===== src/rtl/counter_sched_pkg.sv =====
// Shared types and helpers for the round-robin counter scheduler.
package counter_sched_pkg;

  typedef enum logic [1:0] {
    IDLE = 2'd0,
    RUN  = 2'd1,
    DONE = 2'd2
  } state_t;

  localparam int MAX_NREQ = 16;

  function automatic logic [MAX_NREQ-1:0] onehot(input int unsigned idx, input int unsigned nreq);
    logic [MAX_NREQ-1:0] v;
    v = '0;
    if ((idx < nreq) && (idx < MAX_NREQ)) v[idx[3:0]] = 1'b1;
    return v;
  endfunction

endpackage


===== src/rtl/counter_sched_rr_pick.sv =====
// Combinational round-robin picker: first set req bit at or above ptr, wrapping.
module rr_pick #(
  parameter int NREQ = 4,
  parameter int PW   = 2
) (
  input  logic [NREQ-1:0] req,
  input  logic [PW-1:0]   ptr,
  output logic            valid,
  output logic [PW-1:0]   idx
);

  logic [NREQ-1:0] w_rot;
  logic [PW-1:0]   w_enc;
  logic [PW:0]     w_sum;

  // Rotating the doubled vector puts the ptr position at bit 0.
  assign w_rot = NREQ'({req, req} >> ptr);

  always_comb begin
    w_enc = '0;
    for (int i = NREQ - 1; i >= 0; i--) begin
      if (w_rot[i]) w_enc = PW'(i);
    end
  end

  assign w_sum = {1'b0, w_enc} + {1'b0, ptr};
  assign idx   = (w_sum >= (PW+1)'(NREQ)) ? PW'(w_sum - (PW+1)'(NREQ)) : w_sum[PW-1:0];
  assign valid = |req;

endmodule


===== src/rtl/counter_sched.sv =====
// Shares one up-counter among NREQ requesters, granting round-robin and
// pulsing done for one cycle when the granted interval has elapsed.
module counter_sched
  import counter_sched_pkg::*;
#(
  parameter int WIDTH = 4,
  parameter int NREQ  = 4
) (
  input  logic                  clk,
  input  logic                  rst,
  input  logic [NREQ-1:0]       req,
  input  logic [NREQ*WIDTH-1:0] len,
  output logic [NREQ-1:0]       gnt,
  output logic [NREQ-1:0]       done,
  output logic                  busy,
  output logic [WIDTH-1:0]      count
);

  localparam int PW = (NREQ > 1) ? $clog2(NREQ) : 1;

  state_t            r_state;
  logic [PW-1:0]     r_ptr;
  logic [PW-1:0]     r_owner;
  logic [WIDTH-1:0]  r_tgt;
  logic [WIDTH-1:0]  r_count;
  logic [NREQ-1:0]   r_gnt;
  logic [NREQ-1:0]   r_done;
  logic              r_busy;

  logic              w_valid;
  logic [PW-1:0]     w_idx;
  logic [WIDTH-1:0]  w_len_sel;
  logic [PW-1:0]     w_ptr_next;
  logic              w_own_req;

  rr_pick #(.NREQ(NREQ), .PW(PW)) u_pick (
    .req   (req),
    .ptr   (r_ptr),
    .valid (w_valid),
    .idx   (w_idx)
  );

  always_comb begin
    w_len_sel = '0;
    for (int i = 0; i < NREQ; i++) begin
      if (w_idx == PW'(i)) w_len_sel = len[i*WIDTH +: WIDTH];
    end
  end

  assign w_ptr_next = (r_owner == PW'(NREQ - 1)) ? '0 : r_owner + PW'(1);
  assign w_own_req  = req[r_owner];

  // Handshake: a requester holds req high; gnt rises one edge after it is
  // seen in IDLE and stays high while count walks 0..tgt. Dropping req
  // before count reaches tgt aborts the run without a done pulse.
  always_ff @(posedge clk) begin
    if (rst) begin
      r_state <= IDLE;
      r_ptr   <= '0;
      r_owner <= '0;
      r_tgt   <= '0;
      r_count <= '0;
      r_gnt   <= '0;
      r_done  <= '0;
      r_busy  <= 1'b0;
    end else begin
      case (r_state)
        IDLE: begin
          if (w_valid) begin
            r_gnt   <= NREQ'(onehot(32'(w_idx), NREQ));
            r_owner <= w_idx;
            r_tgt   <= w_len_sel;
            r_count <= '0;
            r_busy  <= 1'b1;
            r_state <= RUN;
          end
        end
        RUN: begin
          // Completion takes priority over a simultaneous req drop.
          if (r_count == r_tgt) begin
            r_state <= DONE;
            r_gnt   <= '0;
            r_done  <= NREQ'(onehot(32'(r_owner), NREQ));
            r_ptr   <= w_ptr_next;
          end else if (!w_own_req) begin
            r_state <= IDLE;
            r_gnt   <= '0;
            r_count <= '0;
            r_busy  <= 1'b0;
            r_ptr   <= w_ptr_next;
          end else begin
            r_count <= r_count + WIDTH'(1);
          end
        end
        DONE: begin
          r_done  <= '0;
          r_count <= '0;
          r_busy  <= 1'b0;
          r_state <= IDLE;
        end
        default: begin
          r_state <= IDLE;
        end
      endcase
    end
  end

  assign gnt   = r_gnt;
  assign done  = r_done;
  assign busy  = r_busy;
  assign count = r_count;

endmodule


===== config.mk =====
export PLATFORM = sky130hd
export DESIGN_NAME = counter_sched
export DESIGN_NICKNAME = d
export VERILOG_FILES = /design/src/rtl/counter_sched_pkg.sv /design/src/rtl/counter_sched_rr_pick.sv /design/src/rtl/counter_sched.sv
export SDC_FILE = /design/constraint.sdc
export NUM_CORES = 1
export LEC_CHECK = 0
export BUFFER_PORTS_ARGS = -buffer_cell sky130_fd_sc_hd__buf_2
export CAP_MARGIN = 20
export CORE_UTILIZATION = 49
export CTS_BUF_LIST = sky130_fd_sc_hd__clkbuf_16
export DETAILED_ROUTE_END_ITERATION = 12
export PLACE_DENSITY = 0.74
export SLEW_MARGIN = 20
export SYNTH_ARGS = -nofsm -noshare
export SYNTH_HDL_FRONTEND = slang
export SYNTH_SLANG_ARGS = --single-unit
export TNS_END_PERCENT = 50

===== constraint.sdc =====
create_clock -name clk -period 3.05 [get_ports clk]
set_input_delay 0.7625 -clock clk [delete_from_list [all_inputs] [get_ports clk]]
set_output_delay 0.7625 -clock clk [all_outputs]
set_load 0.01 [all_outputs]

* After elaboration in Yosys (flattened, before gate mapping)
Cells that the tools add are included.
** Cells by class
- Reduce and logical (&&, ||, !) cells :: 15
- $add $sub $neg :: 4
- Equal/unequal tests :: 13
- Muxes and demuxes :: 36
- $lt $le $gt $ge :: 6
- Shifts and indexed selects :: 1
** Operators with widths (number)
- 4-bit two-way mux :: 11
- 2-bit two-way mux :: 11
- 4-bit one-hot mux with 2 select lines :: 2
- 4-bit one-hot mux with 3 select lines :: 1
- 2-bit by 5-bit < comparator with 1-bit output, second input constant :: 2
- 2-bit == test, second input constant :: 4
- 2-bit AND reduction :: 4
- 8-bit by 2-bit >> shifter with 4-bit output :: 1
- 1-bit two-way mux :: 6
- 2-bit != test, second input constant :: 3
- 3-bit AND reduction :: 2
- 4-bit by 1-bit adder with 4-bit output, second input constant :: 1
- 1-bit demux with 2-bit select :: 2
- 2-bit by 1-bit == test with 1-bit output, second input constant :: 2
- 4-bit == test :: 1
- 2-bit by 1-bit greater-or-equal comparator with 1-bit output, second input constant :: 2
- 2-bit zero test :: 2
- 2-bit by 1-bit != test with 1-bit output, second input constant :: 2
- 2-bit one-hot mux with 2 select lines :: 1
- 4-bit AND reduction :: 1
- 2-bit nonzero test :: 2
- 4-bit OR reduction :: 1
- 2-bit by 2-bit adder with 3-bit output :: 1
- 3-bit greater-or-equal comparator, second input constant :: 1
- 8 further kinds :: 9
** Word-level totals
- Bits of input ports :: 22
- Register bits :: 23

* Longest topological paths before layout
- Depth after elaboration :: 14
- Depth in mapped cells :: 12
- Gate-level depth less buffers :: 11

* By module
Synthesis repeated with hierarchy kept, for this count alone.
** Unflattened totals
- Cells, all modules :: 188
- Area, all modules :: 1640.3 µm²
** Modules (own cells, without submodules)
- counter_sched :: cells each 161, area each 1461.4 µm², instances 1, sequential area each 460.4 µm²
- rr_pick :: cells each 27, area each 178.9 µm², instances 1, sequential area each 0.0 µm²

* Worst setup path before layout
Ideal clock, no wire load.
- Path kind :: in2reg
- From :: in req[0]
- To :: reg r_tgt[1]
- Buffers on the path :: 2
- Slack :: 0.151 ns
- Stages on the path :: 12
- Data arrival time :: 2.779 ns
- Cells stage by stage :: buf_4 -> nor2_1 -> nand2_1 -> o21ai_0 -> o21ai_0 -> nand3_1 -> ha_1 -> buf_1 -> mux2_2 -> nor3_1 -> nor3_1 -> a211o_1
** On the way
- Word-level cells in the longest chain between the ends :: 13
- Elaborated cells between the ends (all ways) :: 19
- Classes of those cells :: add/sub (2); order compare (1); eq/ne (3); shift (1); mux (9); reduce/logical (3)
** Ends and longest elaborated chain
- start, declared :: RTL line counter_sched.sv:11 : input logic [NREQ-1:0] req,
- 8-bit by 2-bit >> shifter with 4-bit output * :: RTL line counter_sched_rr_pick.sv:17 : assign w_rot = NREQ'({req, req} >> ptr);
- 2-bit two-way mux (3 in series) :: RTL line counter_sched_rr_pick.sv:22 : if (w_rot[i]) w_enc = PW'(i);
- 2-bit two-way mux * :: RTL line counter_sched_rr_pick.sv:22
- 2-bit by 2-bit adder with 3-bit output * :: RTL line counter_sched_rr_pick.sv:26 : assign w_sum = {1'b0, w_enc} + {1'b0, ptr};
- 3-bit greater-or-equal comparator or 2-bit by 1-bit subtractor with 2-bit output (tied branches) :: RTL line counter_sched_rr_pick.sv:27 : assign idx = (w_sum >= (PW+1)'(NREQ)) ? PW'(w_sum - (PW+1)'(NREQ)) : w_sum[PW-1:0];
- 2-bit two-way mux * :: RTL line counter_sched_rr_pick.sv:27
- net u_pick.idx[0] :: RTL line counter_sched_rr_pick.sv:9 : output logic [PW-1:0] idx
- 2-bit zero test :: RTL line counter_sched.sv:46 : if (w_idx == PW'(i)) w_len_sel = len[i*WIDTH +: WIDTH];
- 4-bit two-way mux (3 in series) :: RTL line counter_sched.sv:46
- 4-bit two-way mux * :: RTL line counter_sched.sv:46
- end signal, assigned :: RTL line counter_sched.sv:72 : r_tgt <= w_len_sel;
- end, declared :: RTL line counter_sched.sv:24 : logic [WIDTH-1:0] r_tgt;
The timed path passes the listed nets; every way through them passes the cells marked *.
A chain may end at the register's enable or synchronous reset.

* Final worst setup path
- From :: in req[0]
- To :: reg r_tgt[3]
The elaborated chain is that of the path after synthesis.

==> key figures <==
Worst setup path
  – Crit path launch: req[0]
  – Reg2reg end: r_tgt[3]
  – R2R depth: 10
  – Crit path DAT: 2.89 ns
  – CP endpoint kind: flip-flop
  – FF-to-FF setup slack: 0.45 ns
  – CP endpoint: r_tgt[3]
  – Crit-path max FO: 10
  – Crit path required time: 3.20 ns
  – Critical path's slowest cell: ha_1
  – Worst-path cell chain: buf_2, nor2_1, nand2_1, o21ai_0, o21ai_0, nand3_1, ha_1, mux2_2, nor3_1, nor3_1, a211o_1
  – Slowest stage delay, CP: 0.53 ns
  – CP top delay family: simple AND/OR/NAND/NOR gates
  – Type of origin of the critical path: input port
  – Critical setup path kind: input port to flip-flop
  – FF-to-FF Start: r_ptr[0]
  – Worst path bufs/invs: 1
  – Worst path depth: 11

Logic synthesis
  – Post-synthesis async set-or-reset flop share: 0%
  – Register area share after synthesis: 27.5%
  – Post-synth top area share: 27.5%
  – Most numerous cell in the Yosys netlist: nor2_1
  – Synthesis Warnings: 0
  – Top cells by area, synth: dfxtp_1 27%, ha_1 7.5%, nor3_1 5.4%
  – Post-synth EDFFs: 0
  – Mapped Cells: 191
  – Top cells by count, synth: 24 x nor2_1, 23 x dfxtp_1, 18 x nor3_1, 15 x a21oi_1
  – Cell Area, Synth: 1680 sq um
  – Syn avg cell area: 8.78 sq um
  – Cell variety after synth: 47
  – Synth area leader: dfxtp_1
  – Synth Register Bits: 23
  – Net count after synthesis: 223
  – Most used DFF post-synth: dfxtp_1

Pwr
  – Power Dens Cells: 887 nW/um^2
  – VDD IR max: 0.498 mV
  – Leak Pwr: 0.919 nW

CTS
  – CTS tree: done
  – Clk slew on worst S/H paths: 0.06 ns
  – Longest Clk Path Bufs: 2
  – Max H-tree Level: 1
  – Hold bufs inserted after CTS: 0
  – Clock latency on the worst-skew pair: 0.26 ns
  – Num CTS Buffers: 3
  – CTS Sinks: 23
  – CTS root buf: clkbuf_16
  – Post-cts resize count: 0
  – Post-CTS setup buffer count: 0

GRT
  – Antenna violations before repair: 0
  – Number of global-route vias before repair: 1343
  – Pin count of the biggest net entering global routing: 21
  – All-layer global routing usage: 20.9%
  – GRT overflow: 0
  – First-pass GRT wire length: 5.85 mm

Place
  – Placer Congestion: 0.791
  – Placed Area: 1860 sq um
  – DPL Wire Length: 2.52 mm
  – Port Buf Inserts: 34
  – DP Worst Slack: 0.0380 ns
  – Placed Cells: 262

Floorplan
  – FP Rows: 20
  – IO Count: 35
  – Die Y-Extent: 60.5 microns
  – Die area: 3660 sq um
  – Initial core utilization: 53.2%
  – Core ar.: 3150 sq um
  – Die Wd: 60.5 microns

Finish
  – Fin util: 61.4%
  – FF/Latch Area: 460 sq um
  – Fin nets: 255
  – Finished Cell Area: 1940 sq um
  – Diode count: 0
  – Multi-input logic area: 1140 sq um
  – Area Growth Syn to Fin: 15.4%
  – Finished Layout Cells: 266
  – Layout cells sized above 1: 30.6%
  – Fill cell count: 315

Timing
  – Count of final hold-check violations: 0
  – Fin. max-slew vios: 0
  – Period utilization: 89.8%
  – Slew headroom: 68.1%
  – Slew of the pin with the lowest slew margin: 0.474 ns
  – Final WS setup: 0.311 ns
  – Final setup vio count: 0
  – Clk_skew: 0.00213 ns
  – Setup TNS: 0 ns
  – RSZ-0062 raised after global routing: no
  – Fmax: 0.365 GHz
  – Tmin final: 2.74 ns

Detailed routing
  – WL per Instance: 13.0 microns
  – DR pass1 iterations: 4
  – DRT iter0 DRCs: 23
  – Vias/cell: 5.48
  – Antenna Nets Post-Route: 0
  – Final wirelength: 3.45 mm
  – Number of remaining DRC errors: 0
  – Vias post-DR: 1459

Min path
  – HP Start: gnt[3]
  – Worst Hold Class: flip-flop to flip-flop

Run
  – Max cap viols: 0

Status
  – Status: finished clean
-- how the worst min path moves through the flow --
| stage | slack [ns] | endpoint | cells past startpoint |
|---|---|---|---|
| floorplan | 0.46 | r_tgt[0] | 1 |
| global placement | 0.48 | gnt[3] | 1 |
| detailed placement | 0.48 | gnt[3] | 1 |
| CTS | 0.50 | gnt[3] | 1 |
| global route | 0.50 | r_tgt[1] | 1 |
| finish | 0.49 | gnt[3] | 1 |
-- worst register-to-register path, delay by kind of cell (launching register included) --
family | cells | cell delay [ns]
adder cells (fa/ha/maj) | 1 | 0.53
AO/OA/AOI/OAI | 3 | 0.49
flip-flops | 1 | 0.50
AND/OR/NAND/NOR | 5 | 0.58
multiplexers | 1 | 0.39
-- routing by layer --
| layer | up-vias | share of wire, % | GRT usage, % |
|---|---|---|---|
| li1 | 745 | - | - |
| met1 | 679 | 45 | 25.4 |
| met2 | 30 | 50 | 37.8 |
| met3 | 5 | 3.6 | 3.84 |
| met4 | 0 | 0.87 | 5.52 |
| met5 | - | 0 | 0 |
-- cells in the final DEF (no fill, tap or decap), drive strengths merged, types with 3 or more instances in the layout --
master	n
nor2b	4
nand2b	4
buf	35
nor2	27
mux2i	4
clkbuf	3
a21oi	15
a22o	4
nand2	11
xor2	6
mux2	8
dfxtp	23
nor3	20
a211o	4
ha	10
a22oi	6
nand3	3
o21ai	8
nand3b	3
inv	6
-- logic make-up after synthesis --
family	Yosys count	share of synthesized area, %
adders and majority gates	10	7.46
AOI/OAI and AO/OA	44	20.9
buffers and inverters	14	4.55
muxes	12	7.76
DFF	23	27.5
xor gates and xnor gates	7	4.10
and+or+nand+nor	81	27.8
-- sequential cells by signal, indices dropped and copies added (netlist names) --
register and flops:
r_owner 2, done 4, count 4, busy 1
r_tgt 4, gnt 4, r_state 2, r_ptr 2
-- layout make-up --
cell class	instances	share of cell area [%]
repair buffers	35	9.18
inverters	6	1.16
clock buffers	3	3.88
well taps	44	2.84
multi-input cells	154	58.9
flip-flops and latches	23	23.8
clock inverters	1	0.259
-- report_power, final --
group	total [W]	internal, W	switching (W)	leakage [nW]
sequential	0.000480	0.000389	0.0000915	0.188
combinational	0.000951	0.000433	0.000518	0.690
clock	0.000285	0.000176	0.000108	0.0409
total	0.00172	0.000998	0.000718	0.919
-- stage by stage --
step	hold slack (ns)	total power, W
finish	0.487	0.00172
global route	0.504	0.00185
CTS	0.497	0.00173
detailed placement	0.475	0.00143
global placement	0.475	0.00142
floorplan	0.456	0.00123
Note: power is estimated with default switching activity, not from simulation.
